===== config.mk =====
export PLATFORM = sky130hd
export DESIGN_NAME = rr_arbiter8
export DESIGN_NICKNAME = d
export VERILOG_FILES = /design/src/rtl/rr_arbiter8_pkg.sv /design/src/rtl/onehot_dec3.sv /design/src/rtl/rr_arbiter8.sv
export SDC_FILE = /design/constraint.sdc
export NUM_CORES = 1
export LEC_CHECK = 0
export BUFFER_PORTS_ARGS = -buffer_cell sky130_fd_sc_hd__buf_2
export CAP_MARGIN = 20
export CORE_MARGIN = 1
export CORE_UTILIZATION = 25
export DETAILED_ROUTE_END_ITERATION = 16
export HOLD_SLACK_MARGIN = 0.1
export PLACE_DENSITY = 0.41
export SYNTH_ARGS = -nofsm -noshare
export SYNTH_HDL_FRONTEND = slang
export SYNTH_HIERARCHICAL = 1
export SYNTH_SLANG_ARGS = --single-unit

===== constraint.sdc =====
create_clock -name clk -period 3.57 [get_ports clk]
set_clock_uncertainty 0.2 [all_clocks]
set_input_delay 0.714 -clock clk [delete_from_list [all_inputs] [get_ports clk]]
set_output_delay 0.714 -clock clk [all_outputs]
set_load 0.1 [all_outputs]

===== src/rtl/rr_arbiter8_pkg.sv =====
// Shared types and sizes for the 8-way round-robin arbiter.
package rr_arbiter8_pkg;

  localparam int N_REQ = 8;
  localparam int IDX_W = 3;

  typedef enum logic [1:0] {
    IDLE    = 2'd0,
    GRANT   = 2'd1,
    RECOVER = 2'd2
  } arb_state_t;

endpackage


===== src/rtl/onehot_dec3.sv =====
// 3-to-8 one-hot decoder used to form the registered grant vector.
module onehot_dec3
  import rr_arbiter8_pkg::*;
(
  input  logic [IDX_W-1:0] idx,
  output logic [N_REQ-1:0] onehot
);

  assign onehot = N_REQ'(1) << idx;

endmodule


===== src/rtl/rr_arbiter8.sv =====
// 8-requester round-robin arbiter with hold limit and break-before-make gap.
// The owner's give-up input is named rel because release is a reserved word.
module rr_arbiter8
  import rr_arbiter8_pkg::*;
#(
  parameter int HOLD_MAX = 15,
  parameter int CNT_W    = 4
) (
  input  logic             clk,
  input  logic             rst,
  input  logic [N_REQ-1:0] req,
  input  logic             rel,
  output logic [N_REQ-1:0] grant,
  output logic [IDX_W-1:0] grant_idx,
  output logic             grant_valid
);

  if (HOLD_MAX < 1 || HOLD_MAX > 15 || (2 ** CNT_W) <= HOLD_MAX) begin : g_bad_param
    $error("rr_arbiter8: HOLD_MAX must be 1..15 and fit in CNT_W bits");
  end

  arb_state_t       state, state_d;
  logic [IDX_W-1:0] ptr, ptr_d;
  logic [CNT_W-1:0] hold_cnt, hold_cnt_d;
  logic [IDX_W-1:0] sel_idx;
  logic [IDX_W-1:0] idx_d;
  logic             vld_d;
  logic [N_REQ-1:0] dec_onehot;
  logic [N_REQ-1:0] grant_d;
  logic             exit_grant;

  // Scan downward so the lowest offset from ptr wins.
  always_comb begin
    sel_idx = ptr;
    for (int i = N_REQ - 1; i >= 0; i--) begin
      if (req[ptr + IDX_W'(i)]) sel_idx = ptr + IDX_W'(i);
    end
  end

  assign exit_grant = rel | ~req[grant_idx] | (hold_cnt == CNT_W'(HOLD_MAX - 1));

  always_comb begin
    state_d    = state;
    ptr_d      = ptr;
    hold_cnt_d = hold_cnt;
    idx_d      = grant_idx;
    vld_d      = grant_valid;
    case (state)
      IDLE, RECOVER: begin
        hold_cnt_d = '0;
        if (|req) begin
          state_d = GRANT;
          idx_d   = sel_idx;
          vld_d   = 1'b1;
        end else begin
          state_d = IDLE;
          idx_d   = '0;
          vld_d   = 1'b0;
        end
      end
      GRANT: begin
        if (exit_grant) begin
          state_d    = RECOVER;
          idx_d      = '0;
          vld_d      = 1'b0;
          ptr_d      = grant_idx + IDX_W'(1);
          hold_cnt_d = '0;
        end else begin
          hold_cnt_d = hold_cnt + CNT_W'(1);
        end
      end
      default: begin
        state_d    = IDLE;
        idx_d      = '0;
        vld_d      = 1'b0;
        hold_cnt_d = '0;
      end
    endcase
  end

  onehot_dec3 u_dec (
    .idx    (idx_d),
    .onehot (dec_onehot)
  );

  assign grant_d = vld_d ? dec_onehot : '0;

  always_ff @(posedge clk) begin
    if (rst) begin
      state       <= IDLE;
      ptr         <= '0;
      hold_cnt    <= '0;
      grant       <= '0;
      grant_idx   <= '0;
      grant_valid <= 1'b0;
    end else begin
      state       <= state_d;
      ptr         <= ptr_d;
      hold_cnt    <= hold_cnt_d;
      grant       <= grant_d;
      grant_idx   <= idx_d;
      grant_valid <= vld_d;
    end
  end

endmodule

==> impl_results.md <==
- DIE HEIGHT: between 80 and 90 um
- Post-cts resize count: 0
- Worst hold slack: around 0.27 ns
- Hold Startpoint: hold_cnt[0]$_SDFF_PP0_
- Via/cell ratio: around 5
- FILL cells: 693
- DIE WIDTH: 83.6 um
- Mapped Cells: 173
- Setup Viol. Count Final: 0
- Endpoint arrival time on the critical path: between 3 and 4 ns
- R2R Path Start: ptr[0]$_SDFFE_PP0P_
- Dominant cell type by area after synthesis: dfxtp_1
- Initial antenna violation count: 0
- WL/cell: 14.8 um
- CP cell instances: inv_1 -> ha_1 -> buf_4 -> mux4_2 -> a22o_1 -> a221oi_2 -> nor3_1 -> o41ai_2 -> nand2_1 -> and3_2 -> and2_1
- Crit Path Class: register to register
- Leak: ~0.76 nW
- Seq cells post-synth: 21
- Diode count: 0
- Post-DRT Antenna Nets: 0
- PnR worst setup slack: around 0.33 ns
- Crit share post-route: 90.8%
- Met3 usage in global routing: 1.29%
- Slew Viols, Final: 0
- Final min period: 3.24 ns
- Die Area: about 7000 um^2
- Cts hold-fix bufs: 0
- Worst path required time: 3.53 ns
- Number of global-route vias before repair: 1,409
- Post-Route Setup TNS: 0 ns
- Slowest cell delay on critical path: 0.39 ns
- Final nets: roughly 220
- Grt met1 use: 15.0%
- Setup bufs post-CTS: 0
- First-pass GRT wire length: 6800 um
- Endpoint type of the worst setup path: register
- Busiest metal layer after global routing: met2
- Area contributors post-synth: dfxtp_1, mux4_2, mux2i_1, ha_1, nor2_1
- Clk_lat worst skew: 0.26 ns
- Worst Hold Path EP: hold_cnt[0]$_SDFF_PP0_
- Synth Area per Inst: 9.62 um^2
- Worst R2R Path Depth: 11
- CTS root buf: clkbuf_8
- Pwr dens: between 500 and 600 nW/um^2
- Crit-path max FO: 8
- Synthesis Warnings: 6
- Vias: approximately 1,400
- Htree depth: 1
- Post-synth cell types: 49
- Drt first pass iters: 4
- Reg clk slew, reported paths: 0.08 ns
- Number of synthesized flops with an enable pin: 0
- VDD IR max: 291 uV
- Relative slew margins: 67.8%
- Status: finished, final reports clean
- Hold crit path type: register to register
- HPWL Detailed: 3040 um
- Register area share after synthesis: 25.3%
- Starting Density: 26.1%
- Maxcap violations: 0
- Met2 GRT Util: 20.8%
- Initial DRC Count: 65
- IO Port Bufs: 22
- FFs w/ async S/R, synth: 0%
- Area delta synth->final: 14.4%
- Core area: approximately 6400 um^2
- Global route total overflow: 0
- Global-route usage over all layers: 11.9%
- RSZ-0062 raised after global routing: no
- Clock Path Buffers: 2
- CTS tree: done
- # DRC: 0
- Startpoint Class: register
- Clock sink count: 21
- Synthesized area: 1660 um^2
- CTS buffer count: 3
- Syn_nets: 189
- Pre-CTS WS: 0.279 ns
- Cell Rows: 29
- Worst slew pin tran: 0.486 ns
- WL final: around 4000 um
- Reg2Reg Capture Point: grant[7]$_SDFF_PP0_
- Commonest non-fill, non-tap cell in the layout: buf_2
- Synth top area share: around a quarter
- Post-synth top flop: dfxtp_1
- Layout cells sized above 1: between 20% and 30%
- Gp weighted congestion: 0.777
- Setup slack, reg-to-reg: 0.33 ns
- Peak Freq: ~310 MHz
- Commonest non-fill, non-tap cells in the layout: buf_2, dfxtp_1, nor2_1
- WHS Path Cells: 1
- Largest net degree at the start of global routing: 14
- Final Hold Viols: 0
- Slowest cell on crit path: o41ai_2
- I/O Pins: 23
## metal layers
layer | up-vias | share of wire, %
met3 | 7 | 1.4
met4 | 0 | 1.3
li1 | 711 | -
met1 | 692 | 50
met5 | - | 0
met2 | 17 | 47
## kinds of logic (layout without fill, tap and decap cells)
group / after synthesis / after routing / share of synthesized area, %
AO/OA/AOI/OAI: 37 / 37 / 18.8
XOR/XNOR: 6 / 6 / 3.16
adder cells (fa/ha/maj): 5 / 5 / 3.76
buffers and inverters: 14 / 41 / 5.71
flip-flops: 21 / 21 / 25.3
multiplexers: 23 / 23 / 21.1
AND/OR/NAND/NOR: 67 / 67 / 22.2
## through the flow
stage	power [mW]	util [%]	std cells	area, um^2
after floorplan	0.813	-	173	1660
after global placement	0.943	29.1	273	1860
after CTS	1.09	29.8	277	1900
after detailed placement	0.930	29.1	273	1860
after global routing	1.16	29.8	277	1900
final	1.08	29.8	277	1900
## cell type report
cell class,instances,area [um^2],share of cell area [%]
clock inverter,1,5.00,0.263
timing repair buffer,29,163,8.54
tap,77,96.3,5.06
multi-input combinational,138,1150,60.3
sequential,21,420,22.1
clock buffer,3,41.3,2.17
inverter,8,30.0,1.58
## synth_stat cells, types with 2 or more instances
cell / count
nand2b_1: 3
o2111ai_1: 2
xnor2_1: 3
a21oi_1: 7
a21o_1: 2
dfxtp_1: 21
mux2_2: 3
a22oi_1: 2
mux4_2: 9
and3b_2: 3
a22o_1: 2
buf_6: 3
ha_1: 5
nand2_1: 9
and2_1: 8
inv_1: 8
nor3_1: 4
nor2_1: 16
a311oi_2: 2
nor3b_1: 5
xor2_1: 3
o2111a_1: 2
nand4_1: 2
nor4_1: 2
clkbuf_8: 2
nand3_1: 5
o211ai_1: 4
mux2i_1: 10
nor2b_1: 4
a211oi_1: 3
## sequential cells by signal, indices dropped and copies added (netlist names)
register and cells:
grant_idx 3, hold_cnt 4, grant_valid 1, ptr 3, grant 8, state 2
## worst max-delay path: cells and delay by family (launching register included)
kind | cells | cell delay, ns
flip-flops | 1 | 0.33
buffers and inverters | 2 | 0.27
multiplexers | 1 | 0.37
AO/OA/AOI/OAI | 3 | 0.89
adder cells (fa/ha/maj) | 1 | 0.37
AND/OR/NAND/NOR | 4 | 0.71
## report_power, final
part	internal, mW	switching, mW	total (mW)
combinational	0.236	0.401	0.636
sequential	0.261	0.0303	0.291
clock	0.0777	0.0778	0.156
total	0.574	0.509	1.08
## how the worst max path moves through the flow
stage | end | start | cells past startpoint | slack [ns]
floorplan | grant[5]$_SDFF_PP0_ | ptr[1]$_SDFFE_PP0P_ | 11 | 0.14
global placement | grant[7]$_SDFF_PP0_ | req[4] | 9 | 0.30
detailed placement | grant[7]$_SDFF_PP0_ | req[4] | 9 | 0.28
CTS | grant[7]$_SDFF_PP0_ | ptr[0]$_SDFFE_PP0P_ | 11 | 0.34
global route | grant[6]$_SDFF_PP0_ | ptr[0]$_SDFFE_PP0P_ | 11 | 0.09
finish | grant[7]$_SDFF_PP0_ | ptr[0]$_SDFFE_PP0P_ | 11 | 0.33
(Power assumes the default switching activity.)
